$ cat config.mk
export PLATFORM = sky130hd
export DESIGN_NAME = pong_court
export DESIGN_NICKNAME = d
export VERILOG_FILES = /design/src/rtl/pong_court_pkg.sv /design/src/rtl/pong_court_score_counter.sv /design/src/rtl/pong_court.sv
export SDC_FILE = /design/constraint.sdc
export NUM_CORES = 1
export LEC_CHECK = 0
export CAP_MARGIN = 20
export CORE_MARGIN = 3
export CORE_UTILIZATION = 48
export DETAILED_ROUTE_END_ITERATION = 6
export PLACE_DENSITY = 0.78
export SLEW_MARGIN = 20
export SYNTH_ARGS = -nofsm -noshare
export SYNTH_HDL_FRONTEND = slang
export SYNTH_HIERARCHICAL = 1
export SYNTH_SLANG_ARGS = --single-unit
$ cat constraint.sdc
create_clock -name clk -period 1.65 [get_ports clk]
set_input_delay 0.165 -clock clk [delete_from_list [all_inputs] [get_ports clk]]
set_output_delay 0.165 -clock clk [all_outputs]
set_load 0.005 [all_outputs]
$ cat src/rtl/pong_court_pkg.sv
// pong_court_pkg: constants shared between the pong controller and the court
// datapath.
//   MODE_*         encodings of the 2-bit court mode select s
//   DEF_*          default court width, score width and winning score
package pong_court_pkg;

    localparam logic [1:0] MODE_HOLD = 2'b00;
    localparam logic [1:0] MODE_SHR  = 2'b01;
    localparam logic [1:0] MODE_SHL  = 2'b10;
    localparam logic [1:0] MODE_CLR  = 2'b11;

    localparam int DEF_WIDTH     = 8;
    localparam int DEF_SCORE_W   = 4;
    localparam int DEF_WIN_SCORE = 9;

endpackage

$ cat src/rtl/pong_court_score_counter.sv
// pong_score_counter: saturating up-counter for one player's score.
//   clk, ireset  clock, synchronous active-high reset
//   inc          one-cycle increment request
//   en           increment enable (low freezes the count)
//   max          saturation value
//   count        current count
//   at_max       the count after this edge equals max. It is computed from the
//                next value, so the owner can register it on the same edge.
module pong_score_counter #(
    parameter int W = 4
) (
    input  logic         clk,
    input  logic         ireset,
    input  logic         inc,
    input  logic         en,
    input  logic [W-1:0] max,
    output logic [W-1:0] count,
    output logic         at_max
);

    logic [W-1:0] count_next;

    always_comb begin
        count_next = count;
        if (inc && en && (count != max)) begin
            count_next = count + 1'b1;
        end
    end

    assign at_max = (count_next == max);

    always_ff @(posedge clk) begin
        if (ireset) begin
            count <= '0;
        end else begin
            count <= count_next;
        end
    end

endmodule

$ cat src/rtl/pong_court.sv
// pong_court: ball-position shift register and score keeping for pong.
//   clk, ireset   clock, synchronous active-high reset
//   s             mode: hold / shift right / shift left / clear
//   lsi, rsi      serial inputs for shift left / shift right
//   lct, rct      one-cycle pulses that score a point for left / right
//   court         ball register, bit WIDTH-1 is the leftmost LED
//   qleft/qright  end-of-court bits, taken straight from the register
//   lscore/rscore player scores
//   game_over     sticky flag, set on the edge a score reaches WIN_SCORE
module pong_court
    import pong_court_pkg::*;
#(
    parameter int WIDTH     = DEF_WIDTH,
    parameter int SCORE_W   = DEF_SCORE_W,
    parameter int WIN_SCORE = DEF_WIN_SCORE
) (
    input  logic               clk,
    input  logic               ireset,
    input  logic [1:0]         s,
    input  logic               lsi,
    input  logic               rsi,
    input  logic               lct,
    input  logic               rct,
    output logic [WIDTH-1:0]   court,
    output logic               qleft,
    output logic               qright,
    output logic [SCORE_W-1:0] lscore,
    output logic [SCORE_W-1:0] rscore,
    output logic               game_over
);

    localparam logic [SCORE_W-1:0] WIN_MAX = SCORE_W'(WIN_SCORE);

    logic at_max_l;
    logic at_max_r;

    // Court shift register. An unknown mode falls into the hold arm.
    always_ff @(posedge clk) begin
        if (ireset) begin
            court <= '0;
        end else begin
            case (s)
                MODE_SHR: court <= {rsi, court[WIDTH-1:1]};
                MODE_SHL: court <= {court[WIDTH-2:0], lsi};
                MODE_CLR: court <= '0;
                default:  court <= court;
            endcase
        end
    end

    assign qleft  = court[WIDTH-1];
    assign qright = court[0];

    // Scores freeze once the game is over; they never look at s.
    pong_score_counter #(.W(SCORE_W)) u_lscore (
        .clk    (clk),
        .ireset (ireset),
        .inc    (lct),
        .en     (~game_over),
        .max    (WIN_MAX),
        .count  (lscore),
        .at_max (at_max_l)
    );

    pong_score_counter #(.W(SCORE_W)) u_rscore (
        .clk    (clk),
        .ireset (ireset),
        .inc    (rct),
        .en     (~game_over),
        .max    (WIN_MAX),
        .count  (rscore),
        .at_max (at_max_r)
    );

    // at_max_* look at next-cycle scores, so game_over rises with the
    // winning point and then stays up until reset.
    always_ff @(posedge clk) begin
        if (ireset) begin
            game_over <= 1'b0;
        end else if (at_max_l || at_max_r) begin
            game_over <= 1'b1;
        end
    end

endmodule

==> reports/metrics.yaml <==
nets: 161
vias: 834
drtPass1Iterations: 5
drcViolationCount: 0
r2r_slack_ns: 0.06
power_leakage_nw: 0.5838
chipWidth_um: 53.10
status: "finished clean"
final_cell_mix: "clkdlybuf4s50_1 (26), dfxtp_1 (17), buf_4 (15)"
ios: 27
antenna_found_initial: 0
min_period_over_period: 0.9652
final_common_cell: "clkdlybuf4s50_1"
cp.required_ns: 1.84
worst_hold_slack_ns: 0.4630
power_density_nw_per_um2: 735.4
grt_pass1_vias: 837
coreArea_um2: 2022
drt_iter0_markers: 11
finalSetupViolCount: 0
cp_data_arrival_time_ns: 1.79
clock_path_buffers: 2
dp_hpwl_mm: 1.693
clock-sinks: 17
synth_seq_area_share: 0.3196
grt-ovfl-total: 0
grt_max_degree: 13
wire_per_inst_um: 12.02
cts_buffers: 3
grt_pass1_wl_mm: 3.712
max_freq_mhz: 627.9
layout-drive-gt1-share: 0.2400
grt_util_all_layers: 0.1786
start_kind: "flop"
die_h_um: 53.10
ir_drop_mv: 0.6569
cts_tree: "built"
synth_seq_cells: 17
placement.io_buffers: 26
setup_ws_ns: 0.05743
netlist_area_um2: 1065
cp-end-kind: "flop"
cp_max_fo: 3
syn_to_final_growth_pct: 40.07
dp_slack_ns: -0.09310
hold_path_class: "in -> reg"
n_antenna_cell: 0
slew_violations: 0
finalWirelength_mm: 2.127
syn_avg_cell_area_um2: 10.44
place.gp.congestion: 0.7871
dieArea_um2: 2820
report.final.hold_viol_count: 0
ys_types: 24
worst_clock_skew_ns: 0.009267
via_per_inst: 4.712
ys_warn_count: 6
worstSetupPathType: "reg -> reg"
syn_inst: 102
fillers: 168
cts_root_buf: "clkbuf_4"
fp-row-count: 16
drv_cap: 0
period_minus_slack_ns: 1.593
clock_latency_ns: 0.29
start_util: 0.5266
h-tree-depth: 1
final_antenna_net_count: 0
setup_tns_ns: 0
path_clk_slew_ns: 0.10
-- where the power goes --
part           switching (mW)  total [mW]  internal (mW)
clock network           0.128       0.218         0.0900
registers              0.0234       0.460          0.437
logic                   0.186       0.418          0.232
total                   0.338        1.10          0.759
-- what timing repair did --
item | CTS | global route
hold buffers | 0 | 0
setup endpoints to repair | 0 | 1
buffers inserted | 0 | 1
gates resized for setup | 0 | 2
-- stage by stage --
| stage | util | power [mW] | cell area [µm²] | instances |
|---|---|---|---|---|
| after floorplan | - | 0.7083 | 1095 | 110 |
| final | 0.7376 | 1.097 | 1491 | 177 |
| after detailed placement | 0.7147 | 0.8678 | 1445 | 172 |
| after CTS | 0.7283 | 1.091 | 1473 | 176 |
| after global placement | 0.7147 | 0.8560 | 1445 | 172 |
| after global routing | 0.7376 | 1.165 | 1491 | 177 |
-- registers in the layout (all words and copies together) (netlist names) --
name	cells
court	8
u_lscore/count	4
u_rscore/count	4
game_over	1
-- layer usage --
| layer | global-route usage | share of wire | vias up |
|---|---|---|---|
| li1 | - | - | 438 |
| met1 | 0.2116 | 0.45 | 382 |
| met2 | 0.3161 | 0.52 | 12 |
| met3 | 0.03380 | 0.029 | 2 |
| met4 | 0.06383 | 0.0038 | 0 |
| met5 | 0 | 0 | - |
-- logic make-up after synthesis --
logic type,synth area share
XOR/XNOR,0.2068
buffers and inverters,0.07403
flip-flops,0.3196
multiplexers,0.08461
AO/OA/AOI/OAI,0.1563
adder cells (fa/ha/maj),0.02350
AND/OR/NAND/NOR,0.1281
other,0.007053
-- critical path, stage by stage, from the launching register on --
cell and delay [ns]:
dfxtp_1 0.36, xnor2_2 0.19, a41oi_4 0.28, and4_4 0.26
xnor2_1 0.13, nor3_2 0.06, nor3_1 0.17, nor2_1 0.05
-- final timing paths --
kind / cells past startpoint / start / to
worst max-delay path: 7 / u_rscore/count[3]$_SDFF_PP0_ / game_over$_SDFFE_PP0P_
worst min-delay path: 3 / rsi / court[7]$_SDFFE_PP0P_
worst max register to register: 7 / u_rscore/count[3]$_SDFF_PP0_ / game_over$_SDFFE_PP0P_
worst min register to register: 2 / court[1]$_SDFFE_PP0P_ / court[0]$_SDFFE_PP0P_
-- Yosys cell counts --
cell      instances  area share
mux2i_1           9       0.085
xor2_1            4       0.033
or2_1             1      0.0059
and4_4            2       0.021
conb_1            2      0.0071
nor2b_1           1      0.0059
buf_6             3       0.032
a21o_2            2       0.016
nor3_1            1      0.0047
nor2_1           11       0.039
a211oi_1          2       0.014
a41oi_4           2       0.052
xnor2_2           6       0.092
nand2b_4          1       0.013
nor3_2            2       0.019
ha_1              2       0.023
inv_1             8       0.028
nand2b_1          1      0.0059
o32ai_1           7       0.058
xnor2_1          10       0.082
a32oi_1           2       0.016
nand2_1           4       0.014
dfxtp_1          17        0.32
buf_4             2       0.014
-- cell type report --
cell class	instances	area [µm²]	share of cell area
Clock buffer	3	22.52	0.01510
Multi-Input combinational cell	80	686.9	0.4606
Clock inverter	1	5.005	0.003356
Tap cell	27	33.78	0.02265
Inverter	8	30.03	0.02013
Timing Repair Buffer	41	372.9	0.2500
Sequential cell	17	340.3	0.2282
(Power assumes the default switching activity.)
